**src/rtl/div_iterative_if.sv**
```systemverilog
// ---------------------------------------------------------------------------
// div_iterative_if
//
// Bundles the request and response signals of the iterative divider.
//   master modport : issues start/operA/operB/func3, observes the results
//   slave modport  : the divider itself
// Signals:
//   start          request, sampled by the divider only while idle
//   operA / operB  dividend / divisor
//   func3          [1:0] selects DIV/DIVU/REM/REMU, bit 2 is don't-care
//   result         quotient (DIV/DIVU) or remainder (REM/REMU)
//   quotient_out   signed-corrected quotient
//   remainder_out  signed-corrected remainder
//   div_by_zero    divisor was zero
//   overflow       signed INT_MIN / -1 case
//   busy           divider is not idle
//   done           result valid
// ---------------------------------------------------------------------------
interface div_iterative_if #(
    parameter int XLEN = 32
);
    logic            start;
    logic [XLEN-1:0] operA;
    logic [XLEN-1:0] operB;
    logic [2:0]      func3;
    logic [XLEN-1:0] result;
    logic [XLEN-1:0] quotient_out;
    logic [XLEN-1:0] remainder_out;
    logic            div_by_zero;
    logic            overflow;
    logic            busy;
    logic            done;

    modport master (
        output start, operA, operB, func3,
        input  result, quotient_out, remainder_out,
               div_by_zero, overflow, busy, done
    );

    modport slave (
        input  start, operA, operB, func3,
        output result, quotient_out, remainder_out,
               div_by_zero, overflow, busy, done
    );
endinterface

```
**src/rtl/div_iterative.sv**
```systemverilog
// ---------------------------------------------------------------------------
// div_iterative
//
// Radix-2 restoring divider for DIV/DIVU/REM/REMU. One quotient bit per
// cycle, fixed latency regardless of operands (special cases included).
// Ports:
//   clk  rising-edge clock
//   rst  synchronous active-high reset, aborts any operation in flight
//   bus  div_iterative_if.slave (request, results, flags, busy/done)
// Sequence: IDLE -> ABS_CALC -> DIVIDE (XLEN cycles) -> SIGN_FIX -> DONE.
// All outputs are registered; results hold until the next SIGN_FIX.
// ---------------------------------------------------------------------------
module div_iterative #(
    parameter int XLEN = 32
) (
    input  logic            clk,
    input  logic            rst,
    div_iterative_if.slave  bus
);
    localparam int CW = $clog2(XLEN);
    localparam logic [XLEN-1:0] ONE     = XLEN'(1);
    localparam logic [XLEN-1:0] INT_MIN = {1'b1, {(XLEN-1){1'b0}}};

    typedef enum logic [2:0] {
        IDLE,
        ABS_CALC,
        DIVIDE,
        SIGN_FIX,
        DONE
    } state_t;

    state_t          state_q, state_d;
    logic [XLEN-1:0] a_q, a_d;
    logic [XLEN-1:0] b_q, b_d;
    logic [1:0]      op_q, op_d;
    logic [XLEN-1:0] mag_b_q, mag_b_d;
    logic            neg_quo_q, neg_quo_d;
    logic            neg_rem_q, neg_rem_d;
    logic [XLEN:0]   rem_q, rem_d;
    logic [XLEN-1:0] quo_q, quo_d;
    logic [CW-1:0]   cnt_q, cnt_d;

    logic [XLEN-1:0] result_q, result_d;
    logic [XLEN-1:0] quotient_q, quotient_d;
    logic [XLEN-1:0] remainder_q, remainder_d;
    logic            dbz_q, dbz_d;
    logic            ovf_q, ovf_d;
    logic            busy_q, busy_d;
    logic            done_q, done_d;

    logic            is_signed;
    logic            sign_a;
    logic            sign_b;
    logic [XLEN-1:0] abs_a;
    logic [XLEN-1:0] abs_b;
    logic [XLEN:0]   shifted;
    logic [XLEN:0]   trial;
    logic            is_dbz;
    logic            is_ovf;
    logic [XLEN-1:0] quo_fix;
    logic [XLEN-1:0] rem_fix;
    logic            func3_unused;
    logic            rem_top_unused;

    // func3[2] carries no meaning for the divide group.
    assign func3_unused = bus.func3[2];

    // After a restore the partial remainder is always below |B|, so its top
    // bit is never needed when shifting in the next dividend bit.
    assign rem_top_unused = rem_q[XLEN];

    // Operand conditioning and the single restoring-division step. Only
    // signed ops treat a set MSB as negative.
    always_comb begin
        is_signed = ~op_q[0];
        sign_a    = is_signed & a_q[XLEN-1];
        sign_b    = is_signed & b_q[XLEN-1];
        abs_a     = sign_a ? (~a_q + ONE) : a_q;
        abs_b     = sign_b ? (~b_q + ONE) : b_q;
        shifted   = {rem_q[XLEN-1:0], quo_q[XLEN-1]};
        trial     = shifted - {1'b0, mag_b_q};
        is_dbz    = (b_q == '0);
        is_ovf    = is_signed && (a_q == INT_MIN) && (b_q == '1);
        quo_fix   = neg_quo_q ? (~quo_q + ONE) : quo_q;
        rem_fix   = neg_rem_q ? (~rem_q[XLEN-1:0] + ONE) : rem_q[XLEN-1:0];
    end

    // Next-state and next-output logic for the whole controller/datapath.
    always_comb begin
        state_d     = state_q;
        a_d         = a_q;
        b_d         = b_q;
        op_d        = op_q;
        mag_b_d     = mag_b_q;
        neg_quo_d   = neg_quo_q;
        neg_rem_d   = neg_rem_q;
        rem_d       = rem_q;
        quo_d       = quo_q;
        cnt_d       = cnt_q;
        result_d    = result_q;
        quotient_d  = quotient_q;
        remainder_d = remainder_q;
        dbz_d       = dbz_q;
        ovf_d       = ovf_q;

        case (state_q)
            IDLE: begin
                // Operands track the bus every idle cycle so the values
                // present on the start edge are the ones captured.
                a_d  = bus.operA;
                b_d  = bus.operB;
                op_d = bus.func3[1:0];
                if (bus.start) begin
                    state_d = ABS_CALC;
                end
            end
            ABS_CALC: begin
                mag_b_d   = abs_b;
                neg_quo_d = sign_a ^ sign_b;
                neg_rem_d = sign_a;
                rem_d     = '0;
                quo_d     = abs_a;
                cnt_d     = CW'(XLEN - 1);
                state_d   = DIVIDE;
            end
            DIVIDE: begin
                // A negative trial (bit XLEN set) means the divisor did not
                // fit: keep the shifted remainder and shift in a 0.
                if (!trial[XLEN]) begin
                    rem_d = trial;
                    quo_d = {quo_q[XLEN-2:0], 1'b1};
                end else begin
                    rem_d = shifted;
                    quo_d = {quo_q[XLEN-2:0], 1'b0};
                end
                cnt_d = cnt_q - CW'(1);
                if (cnt_q == '0) begin
                    state_d = SIGN_FIX;
                end
            end
            SIGN_FIX: begin
                if (is_dbz) begin
                    quotient_d  = '1;
                    remainder_d = a_q;
                end else if (is_ovf) begin
                    quotient_d  = INT_MIN;
                    remainder_d = '0;
                end else begin
                    quotient_d  = quo_fix;
                    remainder_d = rem_fix;
                end
                if (is_dbz) begin
                    result_d = op_q[1] ? a_q : '1;
                end else if (is_ovf) begin
                    result_d = op_q[1] ? '0 : INT_MIN;
                end else begin
                    result_d = op_q[1] ? rem_fix : quo_fix;
                end
                dbz_d   = is_dbz;
                ovf_d   = is_ovf && !is_dbz;
                state_d = DONE;
            end
            DONE: begin
                if (!bus.start) begin
                    state_d = IDLE;
                end
            end
            default: begin
                state_d = IDLE;
            end
        endcase

        busy_d = (state_d != IDLE);
        // done follows the DONE state by one registered stage.
        done_d = (state_q == DONE);
    end

    // All state and outputs are registered; reset clears everything.
    always_ff @(posedge clk) begin
        if (rst) begin
            state_q     <= IDLE;
            a_q         <= '0;
            b_q         <= '0;
            op_q        <= '0;
            mag_b_q     <= '0;
            neg_quo_q   <= 1'b0;
            neg_rem_q   <= 1'b0;
            rem_q       <= '0;
            quo_q       <= '0;
            cnt_q       <= '0;
            result_q    <= '0;
            quotient_q  <= '0;
            remainder_q <= '0;
            dbz_q       <= 1'b0;
            ovf_q       <= 1'b0;
            busy_q      <= 1'b0;
            done_q      <= 1'b0;
        end else begin
            state_q     <= state_d;
            a_q         <= a_d;
            b_q         <= b_d;
            op_q        <= op_d;
            mag_b_q     <= mag_b_d;
            neg_quo_q   <= neg_quo_d;
            neg_rem_q   <= neg_rem_d;
            rem_q       <= rem_d;
            quo_q       <= quo_d;
            cnt_q       <= cnt_d;
            result_q    <= result_d;
            quotient_q  <= quotient_d;
            remainder_q <= remainder_d;
            dbz_q       <= dbz_d;
            ovf_q       <= ovf_d;
            busy_q      <= busy_d;
            done_q      <= done_d;
        end
    end

    assign bus.result        = result_q;
    assign bus.quotient_out  = quotient_q;
    assign bus.remainder_out = remainder_q;
    assign bus.div_by_zero   = dbz_q;
    assign bus.overflow      = ovf_q;
    assign bus.busy          = busy_q;
    assign bus.done          = done_q;
endmodule

```
**src/flat_wrapper.sv**
```systemverilog
// flat-port wrapper written by rule: the top's interface ports become plain ports
module div_iterative_flat 
#(
    parameter int XLEN = 32
)
  (clk, rst, bus_start, bus_operA, bus_operB, bus_func3, bus_result, bus_quotient_out, bus_remainder_out, bus_div_by_zero, bus_overflow, bus_busy, bus_done);
  div_iterative_if #(.XLEN(XLEN)) bus_i ();
  input  logic clk;
  input  logic rst;
  input wire logic [$bits(bus_i.start)-1:0] bus_start;
  input wire logic [$bits(bus_i.operA)-1:0] bus_operA;
  input wire logic [$bits(bus_i.operB)-1:0] bus_operB;
  input wire logic [$bits(bus_i.func3)-1:0] bus_func3;
  output wire logic [$bits(bus_i.result)-1:0] bus_result;
  output wire logic [$bits(bus_i.quotient_out)-1:0] bus_quotient_out;
  output wire logic [$bits(bus_i.remainder_out)-1:0] bus_remainder_out;
  output wire logic [$bits(bus_i.div_by_zero)-1:0] bus_div_by_zero;
  output wire logic [$bits(bus_i.overflow)-1:0] bus_overflow;
  output wire logic [$bits(bus_i.busy)-1:0] bus_busy;
  output wire logic [$bits(bus_i.done)-1:0] bus_done;
  assign bus_i.start = bus_start;
  assign bus_i.operA = bus_operA;
  assign bus_i.operB = bus_operB;
  assign bus_i.func3 = bus_func3;
  assign bus_result = bus_i.result;
  assign bus_quotient_out = bus_i.quotient_out;
  assign bus_remainder_out = bus_i.remainder_out;
  assign bus_div_by_zero = bus_i.div_by_zero;
  assign bus_overflow = bus_i.overflow;
  assign bus_busy = bus_i.busy;
  assign bus_done = bus_i.done;
  div_iterative #(.XLEN(XLEN)) u_core (.clk(clk), .rst(rst), .bus(bus_i));
endmodule
```
**config.mk**
```make
export PLATFORM = sky130hd
export DESIGN_NAME = div_iterative_flat
export DESIGN_NICKNAME = d
export VERILOG_FILES = /design/src/rtl/div_iterative_if.sv /design/src/rtl/div_iterative.sv /design/src/flat_wrapper.sv
export SDC_FILE = /design/constraint.sdc
export NUM_CORES = 1
export LEC_CHECK = 0
export ABC_AREA = 1
export BUFFER_PORTS_ARGS = -buffer_cell sky130_fd_sc_hd__buf_2
export CAP_MARGIN = 20
export CORE_UTILIZATION = 40
export DETAILED_ROUTE_END_ITERATION = 8
export PLACE_DENSITY = 0.67
export SLEW_MARGIN = 25
export SYNTH_ARGS = -nofsm -noshare
export SYNTH_HDL_FRONTEND = slang
export SYNTH_SLANG_ARGS = --single-unit
export TNS_END_PERCENT = 1
```
**constraint.sdc**
```tcl
create_clock -name clk -period 2.97 [get_ports clk]
set_input_delay 0.594 -clock clk [delete_from_list [all_inputs] [get_ports clk]]
set_output_delay 0.594 -clock clk [all_outputs]
set_load 0.01 [all_outputs]
```
==> results of run 1 <==
[registers in the layout, indices dropped and copies added, names as in the netlist]
name and count:
u_core.a_q 32, u_core.b_q 32, u_core.bus.quotient_out 32, u_core.bus.remainder_out 32, u_core.bus.result 32, u_core.mag_b_q 32
u_core.quo_q 32, u_core.rem_q 32, u_core.cnt_q 5, u_core.state_q 3, u_core.op_q 2, u_core.bus.busy 1
u_core.bus.div_by_zero 1, u_core.bus.done 1, u_core.bus.overflow 1, u_core.neg_quo_q 1, u_core.neg_rem_q 1
[worst max-delay path by stage]
stage,endpoint,slack (ns),from,depth (start not counted)
floorplan,u_core.rem_q[5]$_SDFFE_PP0P_,0.65,u_core.quo_q[31]$_SDFFE_PP0P_,18
global placement,u_core.bus.result[21]$_SDFFE_PP0N_,0.30,u_core.a_q[0]$_SDFFE_PP0P_,12
detailed placement,u_core.bus.remainder_out[13]$_SDFFE_PP0N_,0.22,u_core.b_q[1]$_SDFFE_PP0P_,12
CTS,u_core.bus.remainder_out[13]$_SDFFE_PP0N_,0.18,u_core.b_q[0]$_SDFFE_PP0P_,12
global route,u_core.rem_q[30]$_SDFFE_PP0P_,0.009,u_core.quo_q[31]$_SDFFE_PP0P_,16
finish,u_core.bus.result[21]$_SDFFE_PP0N_,0.21,u_core.a_q[0]$_SDFFE_PP0P_,12
[layer usage]
layer	track usage (%)	share of wire, %	up-vias
met5	0	0.018	-
met4	9.41	2.9	2
met2	41.3	43	873
met1	38.9	45	8583
li1	-	-	9268
met3	3.94	8.9	106
[cells by family after synthesis]
logic type | synth area share, %
xor+xnor | 3.28
simple gates | 34.3
flops | 31.8
buf+inv | 10.4
compound gates | 17.2
fa+ha+maj | 2.97
[cells in the final DEF, fill, tap and decap left out, types with 15 or more instances in the layout]
cell type	Yosys	layout
nand2_1	766	766
xnor2_1	15	15
buf_2	12	167
inv_1	326	325
dfxtp_1	272	271
nor2_1	266	265
a22oi_1	34	34
buf_4	5	42
a21oi_1	226	226
ha_1	39	39
clkbuf_16	0	31
o21ai_1	21	21
nand3_1	266	266
nor3_1	26	23
xor2_1	49	49
o21ai_0	163	163
a31oi_1	54	54
nand4_1	32	32
[area by class of cell]
type | count | area, um2 | area share (%)
repair buffers | 212 | 1210 | 6.20
flip-flops and latches | 272 | 5450 | 27.9
well taps | 539 | 674 | 3.45
clock inverters | 12 | 176 | 0.903
clock buffers | 41 | 873 | 4.47
inverters | 333 | 1260 | 6.43
multi-input cells | 2037 | 9900 | 50.7
[stage by stage]
stage / util, % / instance area (um2) / hold slack (ns) / cells
2_1_floorplan: - / 17100 / 0.445 / 2767
3_3_place_gp: 44.0 / 18500 / 0.453 / 3393
3_5_place_dp: 44.0 / 18500 / 0.466 / 3393
4_1_cts: 46.5 / 19500 / 0.214 / 3446
5_1_grt: 46.5 / 19500 / 0.241 / 3446
6_report: 46.5 / 19500 / 0.234 / 3446
[worst register-to-register path, cell delays in order, from the launching register on]
cell and delay (ns):
dfxtp_1 0.35, inv_1 0.10, ha_1 0.20, inv_1 0.08, nor3_2 0.05, buf_4 0.17, nand2_1 0.11, nor3_2 0.08
a21oi_4 0.41, nand2_4 0.16, inv_4 0.50, nand3_1 0.31, a21oi_1 0.19
[power groups by stage]
stage                     Clock (W)  Combinational, W  Sequential (W)
after floorplan                   0           0.00399         0.00421
after global routing        0.00420           0.00618         0.00429
after CTS                   0.00404           0.00543         0.00425
final                       0.00400           0.00554         0.00426
after global placement            0           0.00533         0.00432
after detailed placement          0           0.00540         0.00432
==> summary.txt, run 1 <==
Status
  – Status: complete, no violations

Pwr
  – Flop pwr share: a little under a third
  – Pint: between 0.008 and 0.009 W
  – Comb power frac: 40.1%
  – Clock share of power: 29.0%
  – Tot Pwr: 0.0138 W
  – Sw Ratio: around two fifths
  – Leak: 9.29 nW
  – Sw Pwr: ~0.0058 W
  – Maximum vdd drop: 480 uV
  – Power per cell area: approximately 710 nW/um2

Logic synthesis
  – Syn_nets: roughly 2.9k
  – Share of the synthesized area in the top cell type: between 30% and 40%
  – Top_reg_cell synth: dfxtp_1
  – Netlist cell types: 52
  – Post-Syn Instances: roughly 2.8k
  – Count leader, synth: nand2_1
  – Flops & latches, synth: ~270
  – Asr flop ratio synth: 0%
  – Synth Area per Inst: ~6.2 um2
  – Top post-synthesis cells by count: nand2_1, inv_1, dfxtp_1, nand3_1, nor2_1
  – Number of synthesized flops with an enable pin: 0
  – Biggest area consumer among synthesized cells: dfxtp_1
  – Yosys Warn Count: 0
  – Largest cells by area after synthesis: dfxtp_1, nand2_1, nand3_1
  – Sequential share of the synthesized area: approximately a third
  – Synth Cell Area: roughly 17000 um2

Clock network
  – Post-CTS setup buffer count: 0
  – Worst skew pair latency: just under 0.6 ns
  – CTS tree: done
  – Clk sinks: 272
  – H-tree Lvls: 1
  – Clock transition at path regs: 0.06 ns
  – Cts repair resizes: 0
  – Hold_buf cts: 0
  – Longest Clk Path Bufs: 3
  – CTS root buf: clkbuf_16
  – Total CTS buffers: 31

Drt
  – Routed Antenna Nets: 0
  – Iter 0 DRT Violations: 2120
  – Vias per cell: about 5.5
  – Residual DRC: 0
  – WL final: about 61 mm
  – Vias after detailed routing: about 19k
  – WL per Instance: roughly 18 um
  – DRT Pass-1 Iters: 6

Critical path
  – Cells along the critical path: inv_1, ha_1, inv_1, nor3_2, buf_4, nand2_1, nor3_2, a21oi_4, nand2_4, inv_4, nand3_1, a21oi_1
  – R2R Setup Slk: about 0.21 ns
  – Nature of the critical path endpoint: register
  – WP data arrival: approximately 3.3 ns
  – CP startpoint kind: register
  – CP top delay family: buffers and inverters
  – Cell count of the worst reg-to-reg path: 12
  – CP max stage delay: 0.50 ns
  – Max stage delay cell, worst path: inv_4
  – Reg2reg start: u_core.a_q[0]$_SDFFE_PP0P_
  – Crit path kind: register to register
  – CP Max Fanout: 53
  – Worst Path Buf+Inv: 4
  – RR Endpoint: u_core.bus.result[21]$_SDFFE_PP0N_
  – Crit path required time: between 3 and 4 ns

Global route
  – GRT Overall Usage: 27.1%
  – Grt ovf: 0
  – Initial antenna violation count: 1
  – Largest net degree at the start of global routing: 77
  – Vias in the first global route: roughly 17k
  – First-pass GRT wire length: 94.4 mm

Worst hold path
  – Hold EP: u_core.b_q[12]$_SDFFE_PP0P_
  – Hold crit path type: input pin to register
  – Hold Path Stages: 3
  – Hold path startpoint: bus_operB[12]

Cells and area
  – Fill count: 4427
  – Antenna fix cells: 0
  – Area Growth Syn to Fin: 14.2%
  – Share of layout cells above drive strength 1: roughly 10%
  – Final #Nets: about 3k

Place
  – Pre-CTS setup slack: 0.223 ns
  – # port buffers: ~170
  – Routability cong.: around 1.0
  – DP Wirelength: ~46 mm

STA
  – Setup TNS: 0 ns
  – Worst Max-Slew Pin Slew: approximately 0.84 ns
  – Max-slew headroom: between 40% and 50%
  – Fmax: 363 MHz
  – Tcrit/Tclk final: around 93%
  – Worst Skew: 0.0265 ns
  – Final Max Tran Viols: 0
  – Final setup fails: 0
  – PnR worst setup slack: about 0.21 ns
  – RSZ-0062 raised after global routing: no
  – Final min period: 2.76 ns
  – Final hold violations: 0

Die
  – Die extent in y: between 200 and 250 um
  – Cell row count: 75
  – Core box area: 42000 um2
  – Die X: 209 um
  – I/O Pins: between 150 and 200
  – DIE AREA: around 44000 um2
  – Initial Util: about two fifths

Job
  – Max-cap violations: 0
No activity file was read; power rests on OpenSTA's default activity.
==> run 2, diff against run 1 <==
==> constraint.sdc (replaced) <==
create_clock -name clk -period 2.97 [get_ports clk]
set_input_delay 0.1485 -clock clk [delete_from_list [all_inputs] [get_ports clk]]
set_output_delay 0.1485 -clock clk [all_outputs]
set_load 0.01 [all_outputs]
==> run 2 against run 1 <==
Effect of this change: register-to-register slack improved by 0.04 ns; die area did not move; cell area rose by 3.7%.
==> summary.txt, run 2 (same netlist as run 1, synthesis figures left out) <==
Clock network
  – CTS tree: done (unchanged)
  – Total CTS buffers: 30 (was 31)
  – Longest Clk Path Bufs: 3 (unchanged)
  – H-tree Lvls: 1 (unchanged)
  – Clock transition at path regs: 0.06 ns (about the same)
  – CTS root buf: clkbuf_16 (unchanged)
  – Post-CTS setup buffer count: 0 (unchanged)
  – Worst skew pair latency: 0.57 ns (was 0.59 ns)
  – Clk sinks: 272 (unchanged)

Cells and area
  – Most frequent cells in the layout: nand2_1, inv_1, dfxtp_1, nand3_1, nor2_1 (unchanged)
  – Share of layout cells above drive strength 1: 10.1% (was 10.3%)
  – Final #Nets: 3065 (was 2997)
  – Commonest non-fill, non-tap cell in the layout: nand2_1 (unchanged)
  – Antenna fix cells: 0 (unchanged)
  – Finished Cell Area: 20300 um2 (was 19500 um2)
  – Area Growth Syn to Fin: 18.4% (was 14.2%)

Drt
  – DRT Pass-1 Iters: 5 (was 6)
  – Iter 0 DRT Violations: 1900 (was 2120)
  – Vias after detailed routing: 19.2k (was 18.8k)
  – WL final: 63.7 mm (was 60.8 mm)
  – DR WL met3: 4.73 mm (was 5.43 mm)
  – WL per Instance: 18.1 um (was 17.7 um)
  – Vias per cell: 5.46 (about the same)
  – Routed Antenna Nets: 0 (unchanged)
  – Residual DRC: 0 (unchanged)
  – Wl on met1: 29.3 mm (was 27.4 mm)
  – Routed wl met2: 28.1 mm (was 26.2 mm)
  – Max Used Layer: met4 (was met5)

Global route
  – GRT Overall Usage: 28.5% (was 27.1%)
  – Grt ovf: 0 (unchanged)
  – First-pass GRT wire length: 98.3 mm (was 94.4 mm)
  – Largest net degree at the start of global routing: 174 (was 77)
  – Initial antenna violation count: 0 (was 1)
  – Vias in the first global route: 17.4k (was 17.2k)

Worst hold path
  – Hold path startpoint: bus_operB[6] (was bus_operB[12])
  – Hold crit path type: input pin to register (unchanged)

Die
  – DIE AREA: 43600 um2 (unchanged)
  – I/O Pins: 170 (unchanged)
  – Cell row count: 75 (unchanged)
  – Core box area: 42000 um2 (unchanged)
  – Die extent in y: 209 um (unchanged)
  – Initial Util: 40.7% (unchanged)
  – Die X: 209 um (unchanged)

STA
  – Tcrit/Tclk final: 91.4% (was 92.9%)
  – Final min period: 2.71 ns (was 2.76 ns)
  – RSZ-0062 raised after global routing: no (unchanged)
  – Final hold violations: 0 (unchanged)
  – Worst Skew: 0.0134 ns (was 0.0265 ns)
  – Final Max Tran Viols: 0 (unchanged)
  – Max-slew headroom: 34.3% (was 43.9%)
  – Setup TNS: 0 ns (unchanged)
  – Final setup fails: 0 (unchanged)
  – Fmax: 369 MHz (was 363 MHz)
  – Worst Max-Slew Pin Slew: 0.984 ns (was 0.841 ns)

Critical path
  – Crit path required time: 3.45 ns (was 3.49 ns)
  – WP data arrival: 3.20 ns (was 3.28 ns)
  – Reg2reg start: u_core.quo_q[31]$_SDFFE_PP0P_ (was u_core.a_q[0]$_SDFFE_PP0P_)
  – CP Max Fanout: 27 (was 53)
  – Worst setup startpoint: u_core.quo_q[31]$_SDFFE_PP0P_ (was u_core.a_q[0]$_SDFFE_PP0P_)
  – Crit path kind: register to register (unchanged)
  – Nature of the critical path endpoint: register (unchanged)
  – CP startpoint kind: register (unchanged)

Place
  – Routability cong.: 0.980 (was 1.01)
  – Area after DPL: 18500 um2 (about the same)
  – # port buffers: 168 (unchanged)
  – DP Wirelength: 47.5 mm (was 46.1 mm)

Pwr
  – Maximum vdd drop: 479 uV (was 480 uV)
  – Leak: 9.60 nW (was 9.29 nW)
  – Power per cell area: 692 nW/um2 (was 707 nW/um2)

Job
  – Max-cap violations: 0 (unchanged)

Status
  – Status: complete, no violations (unchanged)
run 2: through the flow:
stage / power, W / std cells / setup WS, ns / util (%) / hold WS [ns]
2_1_floorplan: 0.00819 / 2767 / 0.649 / - / 0.283
3_3_place_gp: 0.00980 / 3394 / 0.395 / 44.1 / 0.369
3_5_place_dp: 0.00985 / 3394 / 0.312 / 44.1 / 0.373
4_1_cts: 0.0140 / 3518 / 0.294 / 48.2 / 0.314
5_1_grt: 0.0149 / 3518 / 0.0450 / 48.2 / 0.344
6_report: 0.0140 / 3518 / 0.256 / 48.2 / 0.335
run 2: where the power goes:
part           total (W)  internal, W  switching [W]
clock network    0.00403      0.00244        0.00160
logic            0.00573      0.00180        0.00393
registers        0.00425      0.00393       0.000316
total             0.0140      0.00818        0.00584
run 2: critical path, stage by stage (launching register included):
cell and delay [ns]:
dfxtp_1 0.34, inv_1 0.08, ha_1 0.25, fa_1 0.42, inv_1 0.11, nand2_1 0.08, nand2_1 0.10, nand3_1 0.08
nand2_1 0.14, nand2_1 0.06, nand2_1 0.09, nand2_1 0.12, nand2_1 0.12, nand2_2 0.06, buf_4 0.22, nand3_1 0.11
nand3_1 0.08, a21oi_1 0.15
run 2: final cells by class:
class	count	area [um2]
fillers	4384	21800
clock buffers	42	857
flip-flops and latches	272	5450
multi-input cells	2037	9900
clock inverters	14	200
well taps	539	674
inverters	333	1250
repair buffers	281	1940
run 2: repair_timing:
action,4_1_cts,5_1_grt
hold endpoints to repair,72,0
hold buffers,68,0
setup endpoints to repair,0,0
gates resized for setup,0,0
run 2: final timing paths:
| kind | endpoint | cells past startpoint | slack (ns) |
|---|---|---|---|
| worst max-delay path | u_core.rem_q[25]$_SDFFE_PP0P_ | 17 | 0.26 |
| worst max register to register | u_core.rem_q[25]$_SDFFE_PP0P_ | 17 | 0.26 |
| worst min register to register | u_core.bus.div_by_zero$_SDFFE_PP0N_ | 2 | 0.46 |
| worst min-delay path | u_core.b_q[6]$_SDFFE_PP0P_ | 4 | 0.34 |
run 2: per-layer routing:
| metal | up-vias | GRT usage, % |
|---|---|---|
| met4 | 0 | 7.61 |
| li1 | 9387 | - |
| met2 | 823 | 45.1 |
| met5 | - | 0 |
| met1 | 8885 | 40.7 |
| met3 | 99 | 3.50 |
